`src/rtl/alien_formation_if.sv`:
```
// Handshake bundle between the alien formation stepper and the
// bullet/collision stage.
interface alien_formation_if;
    logic [49:0] Aliens_Grid;
    logic        Collision;
    logic        Aliens_Defeated;
    logic [8:0]  Player_Row;
    logic [8:0]  Aliens_Row;
    logic [9:0]  Aliens_Col;
    logic        Direction;
    logic        Step_Pulse;
    logic        Aliens_Landed;
    logic [3:0]  Wave_Count;

    modport master (
        output Aliens_Grid, Collision, Aliens_Defeated, Player_Row,
        input  Aliens_Row, Aliens_Col, Direction, Step_Pulse,
        input  Aliens_Landed, Wave_Count
    );

    modport slave (
        input  Aliens_Grid, Collision, Aliens_Defeated, Player_Row,
        output Aliens_Row, Aliens_Col, Direction, Step_Pulse,
        output Aliens_Landed, Wave_Count
    );
endinterface

```
`src/rtl/alien_formation.sv`:
```
// Alien formation stepper: marches the 10x5 grid, descends at the
// screen edges, speeds up on kills and flags a landing.
module alien_formation #(
    parameter int StartCol    = 120,
    parameter int StartRow    = 40,
    parameter int StepX       = 8,
    parameter int StepY       = 10,
    parameter int LeftBound   = 8,
    parameter int RightBound  = 632,
    parameter int StartPeriod = 30,
    parameter int MinPeriod   = 4,
    parameter int AlienWidth  = 30,
    parameter int AlienHeight = 20
) (
    input  logic Clk,
    input  logic Reset,
    alien_formation_if.slave bus
);

    localparam logic [10:0] ColPitch = 11'd40;
    localparam logic [10:0] RowPitch = 11'd30;

    typedef enum logic [1:0] {
        MARCH_R,
        MARCH_L,
        LANDED
    } state_t;

    state_t      state_q, state_d;
    logic [9:0]  col_q, col_d;
    logic [8:0]  row_q, row_d;
    logic        dir_q, dir_d;
    logic [4:0]  period_q, period_d;
    logic [4:0]  timer_q, timer_d;
    logic        step_q, step_d;
    logic [3:0]  wave_q, wave_d;

    logic [9:0]  col_alive;
    logic [4:0]  row_alive;
    logic [3:0]  lc, rc;
    logic [2:0]  br;
    logic        right_ok, left_ok, land_hit, timer_hit;

    always_comb begin
        col_alive = '0;
        row_alive = '0;
        for (int r = 0; r < 5; r++) begin
            for (int c = 0; c < 10; c++) begin
                col_alive[c] = col_alive[c] | bus.Aliens_Grid[r*10+c];
                row_alive[r] = row_alive[r] | bus.Aliens_Grid[r*10+c];
            end
        end
        lc = '0;
        for (int c = 9; c >= 0; c--) begin
            if (col_alive[c]) lc = 4'(c);
        end
        rc = '0;
        for (int c = 0; c < 10; c++) begin
            if (col_alive[c]) rc = 4'(c);
        end
        br = '0;
        for (int r = 0; r < 5; r++) begin
            if (row_alive[r]) br = 3'(r);
        end
    end

    // 11-bit edge math so the pixel sums never wrap
    assign right_ok = (11'(col_q) + 11'(StepX) + 11'(rc) * ColPitch
                       + 11'(AlienWidth)) <= 11'(RightBound);
    assign left_ok  = 11'(col_q) >= (11'(LeftBound) + 11'(StepX)
                       + 11'(lc) * ColPitch);
    assign land_hit = (|bus.Aliens_Grid) &&
                      ((11'(row_q) + 11'(br) * RowPitch + 11'(AlienHeight))
                       >= 11'(bus.Player_Row));
    // >= so a shortened period fires at once on an overrun timer
    assign timer_hit = timer_q >= (period_q - 5'd1);

    always_comb begin
        state_d  = state_q;
        col_d    = col_q;
        row_d    = row_q;
        dir_d    = dir_q;
        period_d = period_q;
        timer_d  = timer_q;
        step_d   = 1'b0;
        wave_d   = wave_q;

        if (bus.Aliens_Defeated && state_q != LANDED) begin
            state_d  = MARCH_R;
            col_d    = 10'(StartCol);
            row_d    = 9'(StartRow);
            dir_d    = 1'b1;
            period_d = 5'(StartPeriod);
            timer_d  = '0;
            if (wave_q != 4'd15) wave_d = wave_q + 4'd1;
        end else if (state_q == LANDED) begin
            state_d = LANDED;
        end else if (land_hit) begin
            state_d = LANDED;
        end else begin
            if (bus.Collision) begin
                period_d = (period_q > 5'(MinPeriod)) ?
                           period_q - 5'd1 : 5'(MinPeriod);
            end
            if (timer_hit) begin
                timer_d = '0;
                step_d  = 1'b1;
                unique case (state_q)
                    MARCH_R: begin
                        if (right_ok) begin
                            col_d = col_q + 10'(StepX);
                        end else begin
                            row_d   = row_q + 9'(StepY);
                            dir_d   = 1'b0;
                            state_d = MARCH_L;
                        end
                    end
                    MARCH_L: begin
                        if (left_ok) begin
                            col_d = col_q - 10'(StepX);
                        end else begin
                            row_d   = row_q + 9'(StepY);
                            dir_d   = 1'b1;
                            state_d = MARCH_R;
                        end
                    end
                    default: state_d = state_q;
                endcase
            end else begin
                timer_d = timer_q + 5'd1;
            end
        end
    end

    always_ff @(posedge Clk) begin
        if (Reset) begin
            state_q  <= MARCH_R;
            col_q    <= 10'(StartCol);
            row_q    <= 9'(StartRow);
            dir_q    <= 1'b1;
            period_q <= 5'(StartPeriod);
            timer_q  <= '0;
            step_q   <= 1'b0;
            wave_q   <= '0;
        end else begin
            state_q  <= state_d;
            col_q    <= col_d;
            row_q    <= row_d;
            dir_q    <= dir_d;
            period_q <= period_d;
            timer_q  <= timer_d;
            step_q   <= step_d;
            wave_q   <= wave_d;
        end
    end

    assign bus.Aliens_Col    = col_q;
    assign bus.Aliens_Row    = row_q;
    assign bus.Direction     = dir_q;
    assign bus.Step_Pulse    = step_q;
    assign bus.Aliens_Landed = (state_q == LANDED);
    assign bus.Wave_Count    = wave_q;

endmodule

```
`src/flat_wrapper.sv`:
```
// flat-port wrapper written by rule: the top's interface ports become plain ports
module alien_formation_flat 
#(
    parameter int StartCol    = 120,
    parameter int StartRow    = 40,
    parameter int StepX       = 8,
    parameter int StepY       = 10,
    parameter int LeftBound   = 8,
    parameter int RightBound  = 632,
    parameter int StartPeriod = 30,
    parameter int MinPeriod   = 4,
    parameter int AlienWidth  = 30,
    parameter int AlienHeight = 20
)
  (Clk, Reset, bus_Aliens_Grid, bus_Collision, bus_Aliens_Defeated, bus_Player_Row, bus_Aliens_Row, bus_Aliens_Col, bus_Direction, bus_Step_Pulse, bus_Aliens_Landed, bus_Wave_Count);
  alien_formation_if bus_i ();
  input  logic Clk;
  input  logic Reset;
  input wire logic [$bits(bus_i.Aliens_Grid)-1:0] bus_Aliens_Grid;
  input wire logic [$bits(bus_i.Collision)-1:0] bus_Collision;
  input wire logic [$bits(bus_i.Aliens_Defeated)-1:0] bus_Aliens_Defeated;
  input wire logic [$bits(bus_i.Player_Row)-1:0] bus_Player_Row;
  output wire logic [$bits(bus_i.Aliens_Row)-1:0] bus_Aliens_Row;
  output wire logic [$bits(bus_i.Aliens_Col)-1:0] bus_Aliens_Col;
  output wire logic [$bits(bus_i.Direction)-1:0] bus_Direction;
  output wire logic [$bits(bus_i.Step_Pulse)-1:0] bus_Step_Pulse;
  output wire logic [$bits(bus_i.Aliens_Landed)-1:0] bus_Aliens_Landed;
  output wire logic [$bits(bus_i.Wave_Count)-1:0] bus_Wave_Count;
  assign bus_i.Aliens_Grid = bus_Aliens_Grid;
  assign bus_i.Collision = bus_Collision;
  assign bus_i.Aliens_Defeated = bus_Aliens_Defeated;
  assign bus_i.Player_Row = bus_Player_Row;
  assign bus_Aliens_Row = bus_i.Aliens_Row;
  assign bus_Aliens_Col = bus_i.Aliens_Col;
  assign bus_Direction = bus_i.Direction;
  assign bus_Step_Pulse = bus_i.Step_Pulse;
  assign bus_Aliens_Landed = bus_i.Aliens_Landed;
  assign bus_Wave_Count = bus_i.Wave_Count;
  alien_formation #(.StartCol(StartCol), .StartRow(StartRow), .StepX(StepX), .StepY(StepY), .LeftBound(LeftBound), .RightBound(RightBound), .StartPeriod(StartPeriod), .MinPeriod(MinPeriod), .AlienWidth(AlienWidth), .AlienHeight(AlienHeight)) u_core (.Clk(Clk), .Reset(Reset), .bus(bus_i));
endmodule
```
`config.mk`:
```
export PLATFORM = sky130hd
export DESIGN_NAME = alien_formation_flat
export DESIGN_NICKNAME = d
export VERILOG_FILES = /design/src/rtl/alien_formation_if.sv /design/src/rtl/alien_formation.sv /design/src/flat_wrapper.sv
export SDC_FILE = /design/constraint.sdc
export NUM_CORES = 1
export LEC_CHECK = 0
export BUFFER_PORTS_ARGS = -buffer_cell sky130_fd_sc_hd__clkbuf_2
export CORE_UTILIZATION = 45
export DETAILED_ROUTE_END_ITERATION = 8
export HOLD_SLACK_MARGIN = 0.12
export PLACE_DENSITY = 0.79
export REMOVE_ABC_BUFFERS = 1
export SLEW_MARGIN = 25
export SYNTH_ARGS = -nofsm -noshare
export SYNTH_HDL_FRONTEND = slang
export SYNTH_SLANG_ARGS = --single-unit
```
`constraint.sdc`:
```
create_clock -name Clk -period 12.9 [get_ports Clk]
set_input_delay 2.58 -clock Clk [delete_from_list [all_inputs] [get_ports Clk]]
set_output_delay 2.58 -clock Clk [all_outputs]
set_load 0.02 [all_outputs]
```
Word level (Yosys, flattened, before mapping) --
Cells that the tools add are included.
Word-level totals: output and inout port bits 26, bits of input ports 63, word-level logic and storage cells 174, register bits after elaboration 37
Operators by class: mux-type cells 41, $add $sub $neg 12, equality and inequality tests 10, bitwise logic cells 78, $mul 3, reduce and logical (&&, ||, !) cells 16, $lt $le $gt $ge 5
Operator list (number):
- OR 1 bit | 76
- two-way mux 4 bit | 18
- OR reduction 50 bit | 1
- adder 11 x 5 -> 11 bit, second input constant | 2
- two-way mux 10 bit | 2
- one-hot mux 10 bit (2 select lines) | 1
- two-way mux 9 bit | 2
- one-hot mux 9 bit (2 select lines) | 1
- multiplier 4 x 3 -> 7 bit, second input constant | 2
- two-way mux 2 bit | 7
- inequality test 4 bit, second input constant | 3
- AND reduction 6 bit | 2
- adder 10 x 4 -> 11 bit, second input constant | 1
- adder 11 x 10 -> 11 bit | 1
- adder 5 x 10 -> 11 bit, first input constant | 1
- >= comparator 10 x 11 -> 1 bit | 1
- >= comparator 11 x 9 -> 1 bit | 1
- <= comparator 11 x 10 -> 1 bit, second input constant | 1
- adder 10 x 4 -> 10 bit, second input constant | 1
- adder 9 x 8 -> 10 bit | 1
- two-way mux 5 bit | 2
- subtractor 10 x 4 -> 10 bit, second input constant | 1
- adder 9 x 4 -> 9 bit, second input constant | 1
- AND reduction 4 bit | 2
- 24 further kinds | 34

Longest topological paths before layout --
Gate-level depths: netlist of run 1.
depth after elaboration 22, mapped depth 26, gate-level depth less buffers 23

Least setup slack after synthesis of run 1 --
Ideal clock, no wire load.
path type input to register, from in bus_Aliens_Grid[31], to reg u_core.row_q[5], in the netlist u_core.bus.Aliens_Row[5], stages on the path 24, setup time 137 ps, arrival time 7307 ps, data required time 12763 ps, path slack 5456 ps, buffers on the path 3, cell sequence nor4_1 > nand4_1 > o21ai_0 > ha_1 > inv_1 > fa_1 > inv_1 > ha_1 > buf_2 > a21oi_1 > a21oi_1 > a2111oi_1 > xor2_1 > ha_1 > o21ai_0 > o21ai_0 > o221a_2 > or4_1 > nor3_2 > o31ai_2 > buf_2 > buf_6 > o31ai_1 > nand3_1
On the way: longest elaborated chain between the ends 18, elaborated cells between the ends (all ways) 41, those cells by class add/sub: 5; mul: 3; order compare: 3; eq/ne: 2; mux: 13; bitwise: 12; reduce/logical: 3
Ends and longest elaborated chain:
- from (decl) | line flat_wrapper.sv:19 | input wire logic [$bits(bus_i.Aliens_Grid)-1:0] bus_Aliens_Grid;
- parallel branches: the longest is 17 deep, another holds multiplier 4 x 3 -> 7 bit
- AND reduction 6 bit (no line) *
- to (signal assigned) | line alien_formation.sv:139 | row_q <= 9'(StartRow);
- to (signal assigned) | line alien_formation.sv:148 | row_q <= row_d;
- to (decl) | line alien_formation.sv:31 | logic [8:0] row_q, row_d;
Every way passes the cells marked *. A chain may end at the register's enable or synchronous reset.

Worst setup path after layout of run 1 --
from in bus_Aliens_Grid[31], to reg u_core.row_q[6], in the netlist u_core.bus.Aliens_Row[6]
Same word-level chain as after synthesis.

==> summary by stage, run 1 <==
Floorplan
The floorplan step set the die width to roughly 97 microns. In this run the vertical extent of the chip is around 100 microns. The initial utilization of the core area, before any placement, comes to between 40% and 50%. The number of top-level pins is 89. The number of placement rows is 34. The placeable core region is ~8800 sq um. The floorplan die area is between 9000 and 10000 sq um.

Power and ir drop
The maximum vdd ir drop is between 0.04 and 0.05 mV. The power density over cell area is just over 50 nW/um^2. The cell leakage power is around 2.1 nW.

Worst setup path
The start-to-end type of the worst setup path is input pin to register. The worst setup path is launched from an input pin. Walking the worst path, the cells encountered are clkbuf_2, nor4_1, nand4_1, o21ai_0, ha_1, inv_1, fa_1, inv_1, ha_1, a21oi_1, and3_1, a2111oi_1, xor2_1, ha_1, o21ai_0, o21ai_0, o221a_2, or4_1, nor3_2, o31ai_2, buf_4, or4b_1, a21oi_1. The worst-path cell with the longest stage delay is a2111oi_1. The data required time at the worst endpoint is about 13000 ps. For this run, the slowest stage of the critical path takes 540 ps. The worst setup path is captured at a register.

Data on the critical path arrives at its endpoint at around 8400 ps. Along the worst path, the maximum fanout reaches 22. The register-to-register path setup slack is about 7800 ps.

Placement
The sum of net half-perimeters after detailed placement is between 8 and 9 mm. Input and output buffers added on the ports amount to 84. The weighted congestion reported at the end of routability-driven placement is just over 0.9. Counting tap cells, the placed design contains a total of 700 instances.

Clocking
After clock tree synthesis, the clock-pin slew on the worst setup and hold paths is about 80 ps. The CTS H-tree depth is 2. The sink count of the clock tree is 33. The clock latency of the later-clocked register in the worst-skew pair is around 290 ps. The tree is rooted in a clkbuf_8. The longest clock path from root to sink contains 2 buffers. The number of gates resized after CTS was 0. The number of buffers created by CTS is 5. The hold buffer count at cts is 0. TritonCTS built the clock tree. The buffer count from post-CTS setup fixing is 0.

Synthesis
The sequential element share of the synthesized area is 16.21%. Sorting the synthesized cells by how often they occur yields 64 x ha_1, 48 x nor2_1, 46 x inv_1, 37 x a21oi_1, 33 x dfxtp_1. The synthesized design contains 33 register bits. The biggest area contributor in the post-synthesis netlist is ha_1. The count of synthesis-stage warnings from yosys is 0. The number of different library cells in the post-synthesis netlist is 72. Synthesis produced 518 cells. In the synthesized netlist the async set-or-reset flop fraction comes to 0%. The prevailing post-synth register cell is dfxtp_1. The summed instance area of the synthesized netlist is between 4000 and 5000 sq um. The mean post-synth cell area is 7.870 sq um. The number of flops mapped to enable cells by yosys is 0. The most used standard cell by instance count after synthesis is ha_1. After synthesis, the cell types taking the most area are ha_1 20%, dfxtp_1 16%, a21oi_1 4.5%, nor2_1 4.4%, inv_1 4.2%. The fraction of post-synthesis cell area in the top cell type by area is 19.64%.

Global route
The number of global-route vias before repair is 4071. The first global-routing pass estimated 17.89 mm of wire. The leftover overflow at the end of global routing is 0.

The initial antenna violation count is 0. The busiest layer in global routing is met2. Global routing used between 20% and 30% of the available met1 tracks. The met2 track demand over resource in global routing is 40.52%. Entering global routing, the biggest net connects 23 pins.

The met3 capacity usage during global routing is under 10%. The total routing usage reported by global routing is roughly 22%.

Drt
The via density per instance is 5.871. Dividing the detail-routed wire length by the instance count gives about 15 microns. The iteration count of the initial detailed-routing pass is 4. The post-route antenna net violation count is 0. Across all layers, the routed design uses ~4200 vias. The DRC violations left is 0. The violation count after the first detailed-routing iteration is between 200 and 300. The overall routed net length is about 10 mm.

Layout
Compared with the post-synthesis result, the final layout area differs by 14.40%. The number of nets in the layout is between 700 and 800. After the flow finishes, the layout carries non-filler instances totaling just over 700. 0 antenna diodes ended up in the layout. The fill cell total of the finished layout is about 860. The post-route netlist has between 10% and 20% of its cells at a drive strength greater than 1.

Timing
The minimum period implied by the final worst setup slack is slightly above 8000 ps. The final setup skew is about 11 ps. Summed over all failing endpoints, the final setup total negative slack is 0 ps.

The transition time at the pin with the least slew margin is between 900 and 1000 ps. The total count of max-transition violations in the final report was 0. Setup repair after global routing left no endpoint under its margin. The part of the cycle the worst path needs is between 60% and 70%. The number of hold-slack violations in the final timing report is 0. Setup violations remaining at the end of the flow were counted as 0. Headroom to the max-slew limit came out at a little under two fifths. Static timing analysis puts the maximum clock frequency at about 120 MHz.

Run status
The flow ran to the end, and the final reports show no timing, DRC or antenna violations.

Flow run
The number of max-capacitance violations reported is 0.

Worst hold path
The worst hold path belongs to the class register to register.
kinds of logic (layout without fill, tap and decap cells):
| kind of cell | count (synthesis) | after routing | share of synthesized area (%) |
|---|---|---|---|
| compound gates | 136 | 136 | 22.71 |
| mux | 2 | 2 | 0.4911 |
| flops | 33 | 33 | 16.21 |
| fa+ha+maj | 70 | 70 | 22.59 |
| buf+inv | 63 | 141 | 6.568 |
| other cells | 1 | 5 | 0.09199 |
| xor+xnor | 28 | 28 | 6.016 |
| simple gates | 185 | 185 | 25.32 |
flip-flops by register name, indices dropped and copies added (netlist names):
signal                 flops
u_core.bus.Aliens_Row      8
u_core.bus.Aliens_Col      7
u_core.period_q            5
u_core.timer_q             5
u_core.bus.Wave_Count      4
u_core.state_q             2
u_core.bus.Direction       1
u_core.bus.Step_Pulse      1
report_power, final:
part / internal [W] / switching, W / leakage (nW)
clock network: 0.0000372 / 0.0000408 / 0.0439
logic: 0.0000216 / 0.0000325 / 1.75
registers: 0.000104 / 0.00000234 / 0.267
total: 0.000163 / 0.0000756 / 2.06
cell usage in the layout (no fill, tap or decap), types with 5 or more instances in the layout:
master and instances:
or4_1 14, nor4_1 16, fa_1 6, nand3_1 16, or3_1 6, clkbuf_2 84
nor3_1 16, clkbuf_8 5, nand2_1 29, a21o_1 8, dfxtp_1 33, inv_1 46
o21ai_1 11, conb_1 5, xor2_1 15, nor2_1 48, o31ai_1 7, ha_1 64
nand4_1 6, xnor2_1 13, nand2b_1 6, a21oi_1 37, a211oi_1 7, o21ai_0 18
final cells by class:
cell class,instances,area [sq um],share of cell area (%)
Clock inverter,3,17.52,0.3756
Clock buffer,5,68.82,1.476
Sequential cell,33,660.6,14.17
Multi-Input combinational cell,426,3169,67.96
Timing Repair Buffer,86,435.4,9.337
Tap cell,108,135.1,2.898
Inverter,47,176.4,3.783
stage by stage:
step	setup WS, ps	hold WS (ps)	total power, W	utilization, %	area, sq um
floorplan	5344	459.9	0.0001397	-	4000
global placement	4698	472.8	0.0001603	52.16	4571
detailed placement	4590	486.4	0.0001621	52.16	4571
CTS	4857	495.4	0.0002403	53.14	4657
global route	4219	514.1	0.0002511	53.21	4663
finish	4756	490.3	0.0002385	53.21	4663
layer usage:
| metal | share of wire (%) | wire length [microns] | vias up |
|---|---|---|---|
| met4 | 2.0 | 202 | 0 |
| met5 | 0 | 0 | - |
| li1 | - | - | 2095 |
| met2 | 49 | 5079 | 132 |
| met1 | 43 | 4457 | 1909 |
| met3 | 5.3 | 549 | 21 |
worst paths after layout:
kind	start	end	cells past startpoint
max	bus_Aliens_Grid[31]	u_core.bus.Aliens_Row[6]$_SDFFE_PP0P_	23
max reg2reg	u_core.bus.Aliens_Row[1]$_SDFFE_PP0P_	u_core.bus.Aliens_Row[6]$_SDFFE_PP0P_	17
min	u_core.timer_q[4]$_SDFFE_PP0P_	u_core.timer_q[4]$_SDFFE_PP0P_	2
min reg2reg	u_core.timer_q[4]$_SDFFE_PP0P_	u_core.timer_q[4]$_SDFFE_PP0P_	2
worst max-delay path, delay by kind of cell:
kind | cells | cell delay, ps
simple gates | 6 | 2090
buf+inv | 4 | 450
compound gates | 8 | 1640
xor+xnor | 1 | 150
fa+ha+maj | 4 | 1440
No activity file was read; power rests on OpenSTA's default activity.
==> inputs of run 2 (changes only) <==
==> constraint.sdc (replaced) <==
create_clock -name Clk -period 8.5 [get_ports Clk]
set_input_delay 1.7 -clock Clk [delete_from_list [all_inputs] [get_ports Clk]]
set_output_delay 1.7 -clock Clk [all_outputs]
set_load 0.02 [all_outputs]
==> run 2 against run 1 <==
  * Register-to-register slack worse by 4500 ps
  * Critical path depth unchanged
  * Sequential power rose by 53%
  * Worst hold slack improved by 0.99 ps
  * Wire length grew 1.6%
  * Total power rose by 53%
  * Count of clock-buffer cells in the layout rose by 2
  * First-iteration DRC count shrank 38%
  * Combinational power rose by 53%
  * Sequential share of layout area about the same
  * Critical endpoint unchanged
==> summary by stage, run 2 (synthesis gave the netlist of run 1 again) <==
Layout
The area taken by flip-flops and latches is 660.6 sq um (unchanged). The antenna diode instance count is 0 (unchanged). The total area of multi-input combinational cells is 3176 sq um (+0.20%). The number of flip-flops in the largest register was 8 (unchanged). The area growth from synthesis to layout is 14.73%. The fill cell total of the finished layout was 843 (-1.9%).

The number of nets in the layout is 733 (+0.14%). The library cell used most frequently in the layout, excluding fill and tap cells, is clkbuf_2. In the layout the commonest cells are 84 x clkbuf_2, 64 x ha_1, 48 x nor2_1.

The layout cell share with drive strength beyond 1 is 18.33% (unchanged). The filler-free cell count of the finished design is 708 (unchanged).

Timing
The number of hold-slack violations in the final timing report is 0 (unchanged). In the finished design, the share of the clock period the worst path needs comes to between 80% and 90%. The worst slew margin relative to its limit is 48.34% (+10 points).

The total count of max-transition violations in the final report is 0 (unchanged). The total negative setup slack was 0 ps (unchanged). The smallest clock period supported by the final layout is computed as between 7000 and 8000 ps.

The final worst slack came to 1344 ps (-3412 ps). Setup repair after global routing left no endpoint under its margin. For this run, the top clock speed supported by timing is 139.7 MHz. The final setup skew came to 5.382 ps (-5.405 ps). The transition time at the pin with the least slew margin is 774.9 ps (-144.7 ps).

The number of setup violations in the final report is 0 (unchanged).

Global route
The number of global-route vias before repair is 3987 (-2.1%). The total routing usage reported by global routing is 22.44% (+0.12 points). The leftover overflow at the end of global routing is 0 (unchanged). The initial antenna violation count is 0 (unchanged). The largest net degree at the start of global routing is 23 (unchanged). The global-route wire length before repair came to 18.01 mm (+0.66%).

Drt
The overall routed net length is 10.45 mm (+1.6%). The vias after detailed routing is 4199 (+1.0%). The iteration count of the initial detailed-routing pass is 4 (unchanged). The violation count after the first detailed-routing iteration is 179 (-38%). The via density per instance is 5.931 (+1.0%). The average detailed-routed wire length per instance came to 14.76 microns (+1.6%).

The post-route antenna net violation count is 0 (unchanged). The DRC violations left is 0 (unchanged).

Floorplan
The placeable core region is 8763 sq um (unchanged). The number of placement rows was 34 (unchanged). The die span in y came to 97.18 microns (unchanged). The floorplan die area is 9443 sq um (unchanged).

The floorplan die width is 97.18 microns (unchanged). The effective utilization at floorplan was 46.52% (unchanged). The number of top-level pins is 89 (unchanged).

Clocking
The buffer count from post-CTS setup fixing is 0 (unchanged). The clock latency of the later-clocked register in the worst-skew pair came to 280 ps (about the same). The clock slew seen by the registers of the worst setup and hold paths is 70 ps (about the same).

The CTS H-tree depth is 2 (unchanged). The hold buffer count at cts is 0 (unchanged). The number of buffers created by CTS is 5 (unchanged). The maximum number of buffers from clock root to sink is 2 (unchanged).

The number of gates resized after CTS is 0 (unchanged). The sink count of the clock tree is 33 (unchanged). The CTS tree is yes. The clock tree root buffer cell is clkbuf_8.

Worst setup path
The count of cells along the worst register-to-register path came to 17 (unchanged). The slowest stage of the critical path is the a2111oi_1 cell. The register-to-register path setup slack is 3360 ps (-4470 ps). The data required time at the worst endpoint was 8700 ps (-4410 ps). The number of buffer and inverter instances along the worst setup path is 4 (unchanged). The worst flop-to-flop path startpoint is u_core.bus.Aliens_Row[1]$_SDFFE_PP0P_.

The signal on the critical path passes through clkbuf_2, nor4_1, nand4_1, o21ai_0, ha_1, inv_1, fa_1, inv_1, ha_1, a21oi_1, and3_1, a2111oi_1, xor2_1, ha_1, o21ai_0, o21ai_0, o221a_2, or4_1, nor3_2, o31ai_2, buf_4, or4b_1, a21oi_1. The startpoint class of the critical path is an input pin. The setup path with the least slack is of type input pin to register. The arrival time of the worst setup path is 7360 ps (-990 ps).

The worst setup path is captured at a register. The stage delay of the slowest cell on the critical path was 580 ps (+40 ps). Grouping stages by cell kind, the critical path spends the most delay in simple AND/OR/NAND/NOR gates. The capture point of the worst reg-to-reg path is u_core.bus.Aliens_Row[6]$_SDFFE_PP0P_.

The maximum fanout count along the critical path is 22 (unchanged).

Worst hold path
The hold path endpoint is u_core.timer_q[4]$_SDFFE_PP0P_. The path category of the worst min-delay check is register to register. The worst hold path depth is 2 (unchanged). The startpoint of the most critical hold path is u_core.timer_q[4]$_SDFFE_PP0P_.

Placement
The weighted congestion reported at the end of routability-driven placement is 0.9190 (-0.79%). The total instance count after detailed placement is 701 (+0.14%). The sum of net half-perimeters after detailed placement is 8.359 mm (-0.48%). The worst slack at placement is 1143 ps (-3446 ps). The count of buffers from port buffering is 84 (unchanged).

Power and ir drop
The cell leakage power is 2.064 nW (+0.29%). The power density over cell area was 78.18 nW/um^2 (+53%). The maximum vdd ir drop is 0.1111 mV (+170%).

Run status
The flow ran to the end, and the final reports show no timing, DRC or antenna violations.

Flow run
The number of max-capacitance violations reported is 0 (unchanged).
-- run 2: worst max-delay path by stage --
stage | start | end | slack, ps | cells after the start
final | bus_Aliens_Grid[31] | u_core.bus.Aliens_Row[6]$_SDFFE_PP0P_ | 1340 | 23
after global routing | bus_Aliens_Grid[31] | u_core.bus.Aliens_Row[6]$_SDFFE_PP0P_ | 890 | 23
after CTS | bus_Aliens_Grid[31] | u_core.bus.Aliens_Row[6]$_SDFFE_PP0P_ | 1430 | 23
after detailed placement | bus_Aliens_Grid[31] | u_core.bus.Aliens_Row[6]$_SDFFE_PP0P_ | 1140 | 23
after global placement | bus_Aliens_Grid[31] | u_core.bus.Aliens_Row[6]$_SDFFE_PP0P_ | 1350 | 23
after floorplan | bus_Aliens_Grid[31] | u_core.bus.Aliens_Row[6]$_SDFFE_PP0P_ | 1820 | 22
-- run 2: layout make-up --
class                      count  share of cell area (%)
multi-input combinational    426                   67.90
timing repair buffer          87                   9.470
tap                          108                   2.889
clock buffer                   7                   1.846
sequential                    33                   14.13
inverter                      47                   3.772
-- run 2: power breakdown --
group | switching (W) | leakage (nW) | internal [W] | total, W
Combinational | 0.0000500 | 1.75 | 0.0000330 | 0.0000829
Clock | 0.0000568 | 0.0443 | 0.0000643 | 0.000121
Sequential | 0.00000361 | 0.267 | 0.000158 | 0.000162
Total | 0.000110 | 2.06 | 0.000255 | 0.000366
-- run 2: metrics by stage --
stage | total power (W) | utilization, % | hold WS (ps) | instance area [sq um]
global placement | 0.0002432 | 52.24 | 474.6 | 4578
floorplan | 0.0002120 | - | 459.9 | 4000
global route | 0.0003848 | 53.37 | 526.3 | 4677
finish | 0.0003657 | 53.37 | 491.3 | 4677
CTS | 0.0003685 | 53.23 | 490.5 | 4664
detailed placement | 0.0002466 | 52.24 | 480.3 | 4578
-- run 2: metal layers --
layer  global-route usage (%)  wire (microns)  vias to the layer above
met3                    3.237             594                       24
met5                        0               0                        -
met1                    26.66            4492                     1925
met2                    41.50            5137                      160
met4                    6.429             223                        0
li1                         -               -                     2090
-- run 2: worst min-delay path: cells and delay by family (launching register included) --
kind,cells,cell delay [ps]
AOI/OAI and AO/OA,1,60
DFF,1,330
and+or+nand+nor,1,60
==> inputs of run 3 (changes only) <==
--- a/config.mk
+++ b/config.mk
@@ -9,7 +9,7 @@
 export CORE_UTILIZATION = 45
 export DETAILED_ROUTE_END_ITERATION = 8
 export HOLD_SLACK_MARGIN = 0.12
-export PLACE_DENSITY = 0.79
+export PLACE_DENSITY = 0.82
 export REMOVE_ABC_BUFFERS = 1
 export SLEW_MARGIN = 25
 export SYNTH_ARGS = -nofsm -noshare
==> constraint.sdc (replaced) <==
create_clock -name Clk -period 5.73 [get_ports Clk]
set_input_delay 1.146 -clock Clk [delete_from_list [all_inputs] [get_ports Clk]]
set_output_delay 1.146 -clock Clk [all_outputs]
set_load 0.02 [all_outputs]
==> run 3 against run 2 <==
  * The run now ends with setup timing left
  * Clock power is 41% higher
  * Non-clock buffer count grew 99
  * Critical path type unchanged
  * Critical path depth grew 1
==> summary by stage, run 3 (synthesis gave the netlist of run 1 again) <==
Power and ir drop
The cell leakage power came to 2.664 nW (+29%). The internal power consumption is 0.0003942 W (+54%). The power density over cell area is 97.38 nW/um^2 (+25%). The part of the total power dissipated in the clock network is 29.7% (-3.4 points).

The switching share of power is 31.72% (+1.5 points). The portion of total power attributed to sequential cells came to 41.6% (-2.6 points). The net switching power figure came to 0.0001831 W (+66%). The maximum vdd ir drop is 0.1384 mV (+25%).

The power share of the combinational group is 28.8% (+6.1 points).

Run status
The run finished, with violations left. The final reports fail on setup timing.

Worst setup path
The endpoint class of the critical path is a register. The largest individual stage delay along the critical path comes from the cell fa_2. The maximum fanout count along the critical path was 8 (-64%). The arrival time of the worst setup path is 6250 ps (-1110 ps). The stage delay of the slowest cell on the critical path came to 560 ps (-20 ps). Walking the worst path, the cells encountered are clkbuf_8, nor4_4, and4_1, buf_4, nand2_1, nor2_1, fa_2, ha_4, a2111oi_4, a2111oi_4, buf_4, xor2_1, ha_1, nand4_1, a21oi_1, o221a_4, or4_4, nor3_4, buf_12, o31ai_4, buf_4, buf_4, o31ai_2, nand3_1.

The start-to-end type of the worst setup path is input pin to register. The gate family responsible for the most delay along the worst path is simple AND/OR/NAND/NOR gates. The library cell appearing most often on the critical path is buf_4. The data required time at the worst endpoint came to 5900 ps (-2800 ps). The startpoint class of the critical path is an input pin.

The number of buffer and inverter instances along the worst setup path came to 6 (+2).

Floorplan
The effective utilization at floorplan is 46.52% (unchanged). The number of placement rows came to 34 (unchanged). The placeable core region is 8763 sq um (unchanged).

The number of top-level pins is 89 (unchanged). The floorplan die width is 97.18 microns (unchanged). The die span in y came to 97.18 microns (unchanged). The floorplan die area is 9443 sq um (unchanged).

Drt
The post-route antenna net violation count is 0 (unchanged). The violation count after the first detailed-routing iteration is 381 (+110%). The DRC violations left is 0 (unchanged). The vias after detailed routing is 4831 (+15%). The average detailed-routed wire length per instance is 16.97 microns (+15%). The iteration count of the initial detailed-routing pass is 5 (+1). The overall routed net length is 13.73 mm (+31%). The via density per instance is 5.972 (+0.69%).

Layout
The total area of multi-input combinational cells is 3610 sq um (+14%). The filler-free cell count of the finished design is 809 (+14%). The antenna diode instance count was 0 (unchanged).

Compared with the post-synthesis result, the final layout area differs by 45.43%. The number of flip-flops in the largest register is 8 (unchanged). The area taken by flip-flops and latches is 660.6 sq um (unchanged). The fill cell total of the finished layout is 642 (-24%). The layout cell share with drive strength beyond 1 is 38.37% (+20 points).

The top cell types in the final layout, fill and taps aside, are 91 x buf_4, 80 x clkbuf_2, 58 x ha_1. The number of nets in the layout is 833 (+14%). Leaving out fill and tap cells, the most frequent cell in the layout is buf_4.

Placement
The count of buffers from port buffering is 84 (unchanged). The total instance count after detailed placement came to 778 (+11%). The sum of net half-perimeters after detailed placement is 9.473 mm (+13%). The weighted congestion reported at the end of routability-driven placement was 0.9134 (-0.61%).

Worst hold path
The path category of the worst min-delay check is register to register.

Global route
The leftover overflow at the end of global routing came to 0 (unchanged). The global-route wire length before repair was 21.58 mm (+20%). The total routing usage reported by global routing is 27.12% (+4.7 points). The number of global-route vias before repair came to 4757 (+19%).

The largest net degree at the start of global routing is 20 (-13%). The initial antenna violation count came to 0 (unchanged).

Timing
The worst slew margin relative to its limit came to 34.73% (-14 points). Based on the critical path, the design can be clocked at up to 164.3 MHz. The number of setup violations in the final report is 29 (+29). The final worst slack is -355.6 ps (-1699 ps).

In the finished design, the share of the clock period the worst path needs comes to 106.2%. Setup repair after global routing could not meet its margin everywhere. The number of hold-slack violations in the final timing report is 0 (unchanged). The final setup skew is 5.795 ps (+0.4126 ps). The total count of max-transition violations in the final report came to 0 (unchanged). The worst hold margin is 502.8 ps (+11.52 ps).

The total negative setup slack was -6580 ps (-6580 ps). The transition time at the pin with the least slew margin is 979.1 ps (+204.2 ps). For the finished layout, the period the worst path requires is 6086 ps.

Clocking
The tree is rooted in a clkbuf_8. The maximum number of buffers from clock root to sink came to 2 (unchanged). The number of buffers created by CTS is 5 (unchanged). The sink count of the clock tree is 33 (unchanged). TritonCTS built the clock tree. The hold buffer count at cts is 0 (unchanged). The clock latency of the later-clocked register in the worst-skew pair is 280 ps (about the same). The clock slew seen by the registers of the worst setup and hold paths is 70 ps (about the same). The CTS H-tree depth is 2 (unchanged).

Flow run
The number of max-capacitance violations reported is 0 (unchanged).
==> run 3: final cells by class <==
class                   instances  area share (%)
multi-input cells             427           60.89
repair buffers                186           21.32
flip-flops and latches         33           11.14
inverters                      47           3.018
well taps                     108           2.279
clock buffers                   8           1.351
==> run 3: metrics by stage <==
step                      instance area, sq um  total power (W)  util, %  setup WS, ps
after CTS                                 5685        0.0005617    64.88        -169.9
after detailed placement                  5156        0.0003809    58.84         -1005
after floorplan                           4000        0.0003145        -        -391.9
after global routing                      5928        0.0006031    67.65        -585.2
after global placement                    5156        0.0003749    58.84        -731.4
final                                     5928        0.0005773    67.65        -355.6
==> run 3: power groups by stage <==
stage | Clock, W | Combinational (W) | Sequential, W
floorplan | 0 | 0.0000685 | 0.000246
global placement | 0 | 0.000130 | 0.000245
detailed placement | 0 | 0.000136 | 0.000245
CTS | 0.000170 | 0.000152 | 0.000240
global route | 0.000183 | 0.000179 | 0.000241
finish | 0.000171 | 0.000166 | 0.000240
==> run 3: layer usage <==
metal / up-vias / track usage (%) / part of all wire [%]
li1: 2291 / - / -
met1: 2259 / 30.28 / 39
met2: 221 / 51.90 / 52
met3: 60 / 3.741 / 5.2
met4: 0 / 9.414 / 4.0
met5: - / 0 / 0
==> run 3: worst register-to-register path: cells and delay by family (launching register included) <==
kind	cells	cell delay, ps
buffers and inverters	4	630
flip-flops	1	530
AND/OR/NAND/NOR	4	850
XOR/XNOR	1	160
AO/OA/AOI/OAI	6	1140
adder cells (fa/ha/maj)	4	1260
==> run 3: path summary, 6_finish.rpt <==
kind	end	from	slack, ps	cells after the start
worst max-delay path	u_core.bus.Aliens_Row[3]$_SDFFE_PP1P_	bus_Aliens_Grid[32]	-360	24
worst min-delay path	u_core.timer_q[4]$_SDFFE_PP0P_	u_core.timer_q[4]$_SDFFE_PP0P_	500	2
worst max register to register	u_core.bus.Aliens_Row[3]$_SDFFE_PP1P_	u_core.bus.Aliens_Row[1]$_SDFFE_PP0P_	1040	19
worst min register to register	u_core.timer_q[4]$_SDFFE_PP0P_	u_core.timer_q[4]$_SDFFE_PP0P_	500	2
==> run 3: repair_timing <==
action | 4_1_cts | 5_1_grt
cloned | 1 | 0
pin swaps | 51 | 27
buffers inserted | 19 | 4
endpoints found under the setup margin | 29 | 29
gates resized for setup | 67 | 43
